===== config.mk =====
export PLATFORM = sky130hd
export DESIGN_NAME = uart_cmd_engine
export DESIGN_NICKNAME = d
export VERILOG_FILES = /design/src/rtl/uart_cmd_engine.sv
export SDC_FILE = /design/constraint.sdc
export NUM_CORES = 1
export LEC_CHECK = 0
export BUFFER_PORTS_ARGS = -buffer_cell sky130_fd_sc_hd__buf_2
export CAP_MARGIN = 20
export CORE_ASPECT_RATIO = 1.2
export CORE_UTILIZATION = 39
export CTS_CLUSTER_SIZE = 10
export DETAILED_ROUTE_END_ITERATION = 10
export PLACE_DENSITY_LB_ADDON = 0.05
export SYNTH_ARGS = -nofsm -noshare
export SYNTH_HDL_FRONTEND = slang
export SYNTH_SLANG_ARGS = --single-unit

===== constraint.sdc =====
create_clock -name clk -period 7.1 [get_ports clk]
set_input_delay 0.355 -clock clk [delete_from_list [all_inputs] [get_ports clk]]
set_output_delay 0.355 -clock clk [all_outputs]
set_load 0.01 [all_outputs]

===== src/rtl/uart_cmd_engine.sv =====
// uart_cmd_engine
// Byte-level host command engine between the UART receiver and transmitter.
// Single-byte commands: 't' toggles the LED, 's' stores a secret of up to
// DEPTH bytes (ended by CR, by filling the buffer, or by an idle timeout),
// 'g' replays exactly the stored length, 0x1B pulses the target reset low.
// Any other byte received while idle is echoed back when ECHO_EN is set.
//
// Ports:
//   clk, rst      system clock, synchronous active-high reset
//   rx_valid      one-cycle strobe qualifying rx_data
//   rx_data       received byte
//   tx_rdy        transmitter idle
//   tx_en         one-cycle transmit strobe
//   tx_data       byte to transmit, stable while tx_en is high
//   led           LED state
//   target_rst_n  active-low reset pulse to the target board
//   busy          high whenever the engine is not idle
//   len           currently stored secret length
module uart_cmd_engine #(
  parameter int DEPTH     = 16,
  parameter int TIMEOUT   = 32000000,
  parameter int RST_PULSE = 16,
  parameter int ECHO_EN   = 1
) (
  input  logic                       clk,
  input  logic                       rst,
  input  logic                       rx_valid,
  input  logic [7:0]                 rx_data,
  input  logic                       tx_rdy,
  output logic                       tx_en,
  output logic [7:0]                 tx_data,
  output logic                       led,
  output logic                       target_rst_n,
  output logic                       busy,
  output logic [$clog2(DEPTH+1)-1:0] len
);

  localparam int LW = $clog2(DEPTH + 1);
  localparam int AW = $clog2(DEPTH);
  localparam int TW = $clog2(TIMEOUT + 1);
  localparam int PW = $clog2(RST_PULSE + 1);

  localparam logic [LW-1:0] WPTR_LAST = LW'(DEPTH - 1);
  localparam logic [TW-1:0] TCNT_LAST = TW'(TIMEOUT - 1);
  localparam logic [PW-1:0] PCNT_LAST = PW'(RST_PULSE - 1);

  localparam logic [7:0] CMD_TOGGLE = 8'h74;
  localparam logic [7:0] CMD_SET    = 8'h73;
  localparam logic [7:0] CMD_GET    = 8'h67;
  localparam logic [7:0] CMD_RESET  = 8'h1B;
  localparam logic [7:0] CHR_CR     = 8'h0D;
  localparam logic [7:0] CHR_ACK    = 8'h4B;

  typedef enum logic [2:0] {S_IDLE, S_SET, S_ACK, S_GET, S_ECHO} state_t;

  // Power-on secret is "ABCD..."; rst never touches the buffer.
  function automatic logic [DEPTH-1:0][7:0] init_mem();
    logic [DEPTH-1:0][7:0] m;
    for (int i = 0; i < DEPTH; i++) m[i] = 8'h41 + 8'(i);
    return m;
  endfunction

  logic [DEPTH-1:0][7:0] mem_q = init_mem();

  state_t          state_q, state_nxt;
  logic [LW-1:0]   wptr_q, rptr_q;
  logic [TW-1:0]   tcnt_q;
  logic [PW-1:0]   pcnt_q;
  logic [1:0]      guard_q;
  logic [7:0]      echo_q;
  logic            send_ok, issue, idle_rx, set_wr;
  logic [7:0]      tx_byte;

  // Transmitter ready is ignored for two clocks after each strobe because
  // the UART drops tx_rdy with some lag.
  assign send_ok = tx_rdy && (guard_q == 2'd0);
  assign idle_rx = (state_q == S_IDLE) && rx_valid;
  assign set_wr  = (state_q == S_SET) && rx_valid && (rx_data != CHR_CR);
  assign busy    = (state_q != S_IDLE);

  // ---- next-state / transmit request ----
  always_comb begin
    state_nxt = state_q;
    issue     = 1'b0;
    tx_byte   = 8'h00;
    case (state_q)
      S_IDLE: begin
        if (rx_valid) begin
          case (rx_data)
            CMD_SET:               state_nxt = S_SET;
            CMD_GET:               if (len != '0) state_nxt = S_GET;
            CMD_TOGGLE, CMD_RESET: state_nxt = S_IDLE;
            default:               if (ECHO_EN != 0) state_nxt = S_ECHO;
          endcase
        end
      end
      S_SET: begin
        if (rx_valid) begin
          // Byte has priority over a simultaneous timeout expiry.
          if (rx_data == CHR_CR || wptr_q == WPTR_LAST) state_nxt = S_ACK;
        end else if (tcnt_q == TCNT_LAST) begin
          state_nxt = S_IDLE;
        end
      end
      S_ACK: begin
        tx_byte = CHR_ACK;
        issue   = send_ok;
        if (tx_en) state_nxt = S_IDLE;
      end
      S_ECHO: begin
        tx_byte = echo_q;
        issue   = send_ok;
        if (tx_en) state_nxt = S_IDLE;
      end
      S_GET: begin
        tx_byte = mem_q[rptr_q[AW-1:0]];
        issue   = send_ok && (rptr_q != len);
        // Leave only once the last strobe is on the wire so busy drops after it.
        if (tx_en && rptr_q == len) state_nxt = S_IDLE;
      end
      default: state_nxt = S_IDLE;
    endcase
  end

  // ---- state register ----
  always_ff @(posedge clk) begin
    if (rst) state_q <= S_IDLE;
    else     state_q <= state_nxt;
  end

  // ---- control registers ----
  always_ff @(posedge clk) begin
    if (rst) begin
      tx_en        <= 1'b0;
      tx_data      <= 8'h00;
      guard_q      <= 2'd0;
      led          <= 1'b0;
      target_rst_n <= 1'b1;
      pcnt_q       <= '0;
      len          <= LW'(DEPTH);
      wptr_q       <= '0;
      rptr_q       <= '0;
      tcnt_q       <= '0;
    end else begin
      tx_en <= issue;
      if (issue) begin
        tx_data <= tx_byte;
        guard_q <= 2'd2;
      end else if (guard_q != 2'd0) begin
        guard_q <= guard_q - 2'd1;
      end

      if (idle_rx && rx_data == CMD_TOGGLE) led <= ~led;

      // Low for exactly RST_PULSE clocks; a repeat command restarts it.
      if (idle_rx && rx_data == CMD_RESET) begin
        target_rst_n <= 1'b0;
        pcnt_q       <= PCNT_LAST;
      end else if (!target_rst_n) begin
        if (pcnt_q == '0) target_rst_n <= 1'b1;
        else              pcnt_q       <= pcnt_q - PW'(1);
      end

      if (idle_rx && rx_data == CMD_SET) begin
        wptr_q <= '0;
        tcnt_q <= '0;
      end
      if (idle_rx && rx_data == CMD_GET) rptr_q <= '0;
      if (state_q == S_GET && issue) rptr_q <= rptr_q + LW'(1);

      if (state_q == S_SET) begin
        if (rx_valid) begin
          tcnt_q <= '0;
          if (rx_data == CHR_CR) begin
            len <= wptr_q;
          end else begin
            wptr_q <= wptr_q + LW'(1);
            if (wptr_q == WPTR_LAST) len <= LW'(DEPTH);
          end
        end else if (tcnt_q == TCNT_LAST) begin
          len <= wptr_q;
        end else begin
          tcnt_q <= tcnt_q + TW'(1);
        end
      end
    end
  end

  // ---- data registers (no reset) ----
  always_ff @(posedge clk) begin
    if (idle_rx) echo_q <= rx_data;
    if (set_wr)  mem_q[wptr_q[AW-1:0]] <= rx_data;
  end

endmodule


==> metrics.md, run 1 <==
| Metric | Value |
|---|---|
| Post-synth EDFFs | 136 |
| Leakage | 2.948 nW |
| WHS Path Cells | 3 |
| Switching Fraction | 27.60% |
| Reg clk slew, reported paths | 80 ps |
| Hold_buf cts | 0 |
| All-Layer GR Usage | 19.10% |
| Initial Utilization | 40.10% |
| Fraction of layout instances using a drive strength above 1 | 18.15% |
| Root buf cell | clkbuf_16 |
| Cell family with most CP delay | simple AND/OR/NAND/NOR gates |
| Yosys top cell by area | edfxtp_1 |
| NumNets Final | 668 |
| Post-detail-place hpwl | 13.38 mm |
| Final WL | 19.78 mm |
| Worst reg-to-reg path cell count | 5 |
| Tcrit/Tclk final | 40.52% |
| Post-DR wirelength/cell | 21.25 um |
| Initial DRT Pass Iterations | 5 |
| Comb pwr share | 11.2% |
| FMAX | 0.3476 GHz |
| Hold path start | tx_rdy |
| Worst r2r src | state_q[0] |
| Final Skew | 14.97 ps |
| Worst vdd ir | 0.1799 mV |
| Fraction of registers with async set/reset | 0% |
| Rows | 58 |
| Fin. max-slew vios | 0 |
| Setup CP Type | reg -> reg |
| Cell Count Post-Placement | 896 |
| Dpl ws | 3988 ps |
| Number of global-route vias before repair | 5320 |
| Arrival time worst endpoint | 2930 ps |
| CP required | 7150 ps |
| Hold Path Class | in -> reg |
| H-tree levels | 4 |
| Pin count of the biggest net entering global routing | 43 |
| Endpoints failing setup | 0 |
| Cells after Synth | 629 |
| Worst slew pin tran | 1028 ps |
| Clock power frac | 37.8% |
| Max-Cap Viols | 0 |
| Number of diodes | 0 |
| RSZ-0062 raised after global routing | no |
| DRC Markers | 0 |
| Max Buffers Root-to-Sink | 2 |
| Initial DRC count | 390 |
| Post-layout minimum cycle time | 2877 ps |
| CTS tree | yes |
| Num CTS Buffers | 17 |
| Mean Syn Cell Area | 13.46 um^2 |
| CP endpoint kind | flop |
| Max incr delay on CP | 830 ps |
| Startpoint types | flop |
| DRT antenna net count | 0 |
| Placeable Area | 0.02112 mm^2 |
| Sw power | 0.7020 mW |
| Setup_tns | 0 ps |
| Commonest cells post-synth | edfxtp_1, dfxtp_1, nor2_1 |
| Via count of the routed design | 5204 |
| Post-CTS setup buffer count | 0 |
| Final-layout fill cell count | 1863 |
| Non-Filler Instances | 931 |
| GRT overflow | 0 |
| FF-to-FF End | mem_q[4] |
| R2r setup slk | 4220 ps |
| Clock Latency Late Sink | 440 ps |
| Part of the power in registers | 51.0% |
| Initial antenna violation count | 0 |
| Number of distinct library cells after synthesis | 67 |
| YS warnings | 0 |
| Internal power | 1.841 mW |
| Pwr per Cell Area | 269.2 mW/mm^2 |
| # IOs | 29 |
| Global-route wire length before repair | 31.14 mm |
| Height of the die | 163.4 um |
| Port Buffer Count | 28 |
| Setup ws final | 4223 ps |
| Top-count cell post-synth | edfxtp_1 |
| Placer Congestion | 0.8361 |
| Synth top area cells | edfxtp_1, dfxtp_1, mux4_2 |
| Placed Area | 0.008821 mm^2 |
| Design Area, Final | 0.009448 mm^2 |
| Seq cells post-synth | 197 |
| Prevailing post-synth register cell | edfxtp_1 |
| Status | completed |
| Vias per inst | 5.590 |
| Final hold vios | 0 |
| CP Cell Sequence | nor2b_1 > nand2b_1 > nor2_2 > nand2_1 > nor3_1 |
| CP max FO | 13 |
| Synth top area share | 48.23% |
| DIE AREA | 0.02231 mm^2 |
| Worst-path cell with the longest stage delay | nor3_1 |
| Post-synthesis instance area | 0.008468 mm^2 |
| Syn nets | 649 |
| Synth-to-Final Area Change | 11.57% |
| Buf+Inv Stages, Crit Path | 0 |
| Sequential-to-total area share from yosys stat | 62.65% |
| Worst setup path start | state_q[0] |
| Hold endpoint | tx_en |
| Slew HR | 30.94% |
| Die W | 136.5 um |
| Clock sinks | 197 |
| Post-CTS Resized | 0 |
power groups by stage:
stage	logic (mW)	registers [mW]	clock network, mW
after floorplan	0.206	1.31	0
after global placement	0.286	1.32	0
after detailed placement	0.286	1.32	0
after CTS	0.287	1.30	0.988
after global routing	0.315	1.30	1.03
final	0.285	1.30	0.962
placed cells by master, fill, tap and decap left out, types with 6 or more instances in the layout:
| master | instances |
|---|---|
| o21ai_0 | 23 |
| and2_1 | 6 |
| edfxtp_1 | 136 |
| nor2_1 | 49 |
| nand2_1 | 47 |
| inv_1 | 13 |
| a311oi_1 | 14 |
| ha_1 | 8 |
| buf_2 | 29 |
| nor2b_1 | 8 |
| xnor2_1 | 8 |
| a41oi_1 | 7 |
| or3_1 | 7 |
| nand2b_1 | 8 |
| clkbuf_16 | 17 |
| nand3_1 | 21 |
| mux2i_1 | 8 |
| nor3_1 | 17 |
| dfxtp_1 | 60 |
| nand4_1 | 6 |
| mux4_2 | 36 |
| a21oi_1 | 30 |
how the worst max path moves through the flow:
stage | end | slack [ps] | depth (start not counted)
5_1_grt | mem_q[6] | 3960 | 5
3_3_place_gp | mem_q[26] | 4060 | 6
3_5_place_dp | mem_q[27] | 3990 | 6
6_report | mem_q[4] | 4220 | 5
2_1_floorplan | mem_q[24] | 4710 | 5
4_1_cts | mem_q[25] | 4140 | 5
kinds of logic after synthesis:
kind of cell               count (synthesis)  synth area share (%)
DFF                                      197                 62.65
and+or+nand+nor                          203                 12.23
adders and majority gates                  8                 1.182
AOI/OAI and AO/OA                        115                 9.560
muxes                                     44                 10.52
buffers and inverters                     49                 2.512
xor gates and xnor gates                  13                 1.345
cell type report:
| class | instances | area, um^2 | share of cell area, % |
|---|---|---|---|
| repair buffers | 36 | 197.7 | 2.092 |
| well taps | 270 | 337.8 | 3.576 |
| flip-flops and latches | 197 | 5306 | 56.16 |
| clock buffers | 17 | 425.4 | 4.503 |
| clock inverters | 15 | 181.4 | 1.920 |
| multi-input cells | 383 | 2950 | 31.23 |
| inverters | 13 | 48.80 | 0.5165 |
routing by layer:
metal	wire, um	track usage, %
met5	0	0
met4	550	8.485
met3	500	2.855
met2	9554	30.73
met1	9178	25.49
sequential cells by signal (all words and copies together), names as in the netlist, 2 cells and up:
register,flops
echo_q,8
guard_q,2
len,5
mem_q,128
pcnt_q,5
rptr_q,5
state_q,3
tcnt_q,25
tx_data,8
wptr_q,5
worst reg2reg max path: stages, from the launching register on:
cell and delay (ps):
dfxtp_1 590, nor2b_1 270, nand2b_1 180, nor2_2 390, nand2_1 240, nor3_1 830
stage by stage:
stage | util (%) | hold WS [ps] | power [mW]
after floorplan | - | 422.3 | 1.514
after global placement | 41.77 | 435.9 | 1.607
after detailed placement | 41.77 | 442.0 | 1.608
after CTS | 44.64 | 286.3 | 2.571
after global routing | 44.74 | 299.0 | 2.648
final | 44.74 | 298.4 | 2.543
Note: power is estimated with default switching activity, not from simulation.
==> run 2, diff against run 1 <==
==> constraint.sdc (replaced) <==
create_clock -name clk -period 2.59 [get_ports clk]
set_input_delay 0.1295 -clock clk [delete_from_list [all_inputs] [get_ports clk]]
set_output_delay 0.1295 -clock clk [all_outputs]
set_load 0.01 [all_outputs]
==> run 2 against run 1 <==
Count of clock-buffer cells in the layout unchanged. Setup slack worse by 4100 ps. Cell count up 2.8%. Clock skew down 2.2 ps. Global-route usage up 0.69 points. Register-to-register slack worse by 4100 ps. Flip-flop and latch count unchanged. Power rose to 2.8 times the previous value. Combinational power rose to 3.2 times the previous value. Largest power group unchanged. Routed wire length up 5.1%. Via count up 3.6%. Design area up 2.5%.
==> metrics.md, run 2 (same netlist as run 1, synthesis figures left out) <==
| Metric | Value |
|---|---|
| Final WL | 20.80 mm (was 19.78 mm) |
| Global-route wire length before repair | 31.82 mm (was 31.14 mm) |
| Hold path start | tx_rdy (unchanged) |
| Pwr per Cell Area | 740.9 mW/mm^2 (was 269.2 mW/mm^2) |
| Root buf cell | clkbuf_16 (unchanged) |
| Commonest non-fill, non-tap cell in the layout | edfxtp_1 (unchanged) |
| CP max FO | 12 (was 13) |
| Endpoints failing setup | 0 (unchanged) |
| Clock Latency Late Sink | 430 ps (was 440 ps) |
| Final hold vios | 0 (unchanged) |
| Max Buffers Root-to-Sink | 2 (unchanged) |
| Number of diodes | 0 (unchanged) |
| WHS Path Cells | 3 (unchanged) |
| Worst slew pin tran | 843.9 ps (was 1028 ps) |
| FMAX | 0.4134 GHz (was 0.3476 GHz) |
| Max-Cap Viols | 0 (unchanged) |
| DIE AREA | 0.02231 mm^2 (unchanged) |
| Most frequent cells in the layout | edfxtp_1, dfxtp_1, nor2_1 (unchanged) |
| NumNets Final | 694 (was 668) |
| Setup ws final | 171.0 ps (was 4223 ps) |
| Largest register FFs | 128 (unchanged) |
| GRT overflow | 0 (unchanged) |
| Clock sinks | 197 (unchanged) |
| Arrival time worst endpoint | 2760 ps (was 2930 ps) |
| Initial DRT Pass Iterations | 5 (unchanged) |
| Slew HR | 43.53% (was 30.94%) |
| Status | completed (unchanged) |
| R2r setup slk | 170 ps (was 4220 ps) |
| Post-CTS setup buffer count | 0 (unchanged) |
| Die W | 136.5 um (unchanged) |
| Hold endpoint | tx_en (unchanged) |
| CP endpoint kind | flop (unchanged) |
| Startpoint types | flop (unchanged) |
| Final Skew | 12.80 ps (was 14.97 ps) |
| Number of global-route vias before repair | 5307 (was 5320) |
| Fin. max-slew vios | 0 (unchanged) |
| Num CTS Buffers | 17 (unchanged) |
| Worst reg-to-reg path cell count | 5 (unchanged) |
| DRT antenna net count | 0 (unchanged) |
| Setup CP Type | reg -> reg (unchanged) |
| Post-DR wirelength/cell | 21.73 um (was 21.25 um) |
| All-Layer GR Usage | 19.79% (was 19.10%) |
| RSZ-0062 raised after global routing | no (unchanged) |
| Initial Utilization | 40.10% (unchanged) |
| Post-detail-place hpwl | 14.14 mm (was 13.38 mm) |
| Setup_tns | 0 ps (unchanged) |
| Dpl ws | 170.9 ps (was 3988 ps) |
| Hold Path Class | in -> reg (unchanged) |
| Rows | 58 (unchanged) |
| Post-CTS Resized | 0 (unchanged) |
| Initial DRC count | 319 (was 390) |
| Initial antenna violation count | 0 (unchanged) |
| Leakage | 3.095 nW (was 2.948 nW) |
| Tcrit/Tclk final | 93.40% (was 40.52%) |
| Worst vdd ir | 0.4257 mV (was 0.1799 mV) |
| Vias per inst | 5.632 (was 5.590) |
| CP required | 2930 ps (was 7150 ps) |
| DRC Markers | 0 (unchanged) |
| Height of the die | 163.4 um (unchanged) |
| # IOs | 29 (unchanged) |
| FF-to-FF End | tcnt_q[7] (was mem_q[4]) |
| Synth-to-Final Area Change | 14.33% (was 11.57%) |
| Reg clk slew, reported paths | 80 ps (about the same) |
| Final-layout fill cell count | 1920 (was 1863) |
| Port Buffer Count | 28 (unchanged) |
| Via count of the routed design | 5390 (was 5204) |
| Fraction of layout instances using a drive strength above 1 | 21.25% (was 18.15%) |
| H-tree levels | 4 (unchanged) |
| CTS tree | yes (unchanged) |
| Placer Congestion | 0.8083 (was 0.8361) |
| Hold_buf cts | 0 (unchanged) |
| Pin count of the biggest net entering global routing | 42 (was 43) |
| Post-layout minimum cycle time | 2419 ps (was 2877 ps) |
| Placeable Area | 0.02112 mm^2 (unchanged) |
| Worst r2r src | tcnt_q[12] (was state_q[0]) |
[run 2: metal layers]
metal	vias to the layer above	track usage [%]	routed length, um
met1	2743	25.90	9372
met5	-	0	0
li1	2518	-	-
met4	0	6.768	488
met2	99	33.25	10440
met3	30	3.073	500
[run 2: critical path: stages (launching register included)]
cell and delay, ps:
dfxtp_1 360, or4_1 520, or4_4 570, o31ai_4 320
nand2_2 240, a311oi_1 310
[run 2: final cells by class]
| type | count | area [um^2] | area share [%] |
|---|---|---|---|
| Clock inverter | 15 | 192.7 | 1.990 |
| Tap cell | 270 | 337.8 | 3.489 |
| Clock buffer | 17 | 425.4 | 4.394 |
| Inverter | 13 | 48.80 | 0.5040 |
| Multi-Input combinational cell | 383 | 2950 | 30.47 |
| Sequential cell | 197 | 5306 | 54.81 |
| Timing Repair Buffer | 62 | 420.4 | 4.342 |
[run 2: worst max-delay path by stage]
stage | startpoint | end | slack (ps) | depth (start not counted)
after floorplan | rptr_q[0] | tx_data[2] | 240 | 6
after global placement | rx_data[7] | len[4] | 240 | 7
after detailed placement | rx_data[7] | mem_q[89] | 170 | 6
after CTS | tcnt_q[12] | tcnt_q[13] | 170 | 5
after global routing | tcnt_q[12] | tcnt_q[7] | 10 | 5
final | tcnt_q[12] | tcnt_q[7] | 170 | 5
[run 2: metrics by stage]
| step | power [mW] | utilization, % | area, um^2 | instances | hold slack (ps) |
|---|---|---|---|---|---|
| floorplan | 4.149 | - | 8468 | 629 | 228.4 |
| global route | 7.456 | 45.85 | 9682 | 957 | 78.01 |
| finish | 7.173 | 45.85 | 9682 | 957 | 64.29 |
| global placement | 4.498 | 42.92 | 9064 | 925 | 434.5 |
| detailed placement | 4.507 | 42.92 | 9064 | 925 | 442.3 |
| CTS | 7.245 | 45.85 | 9682 | 957 | 55.26 |
[run 2: report_power, final]
part	internal (mW)	switching [mW]	leakage, nW
Sequential	3.46	0.0535	1.72
Combinational	0.350	0.567	1.07
Clock	1.41	1.33	0.302
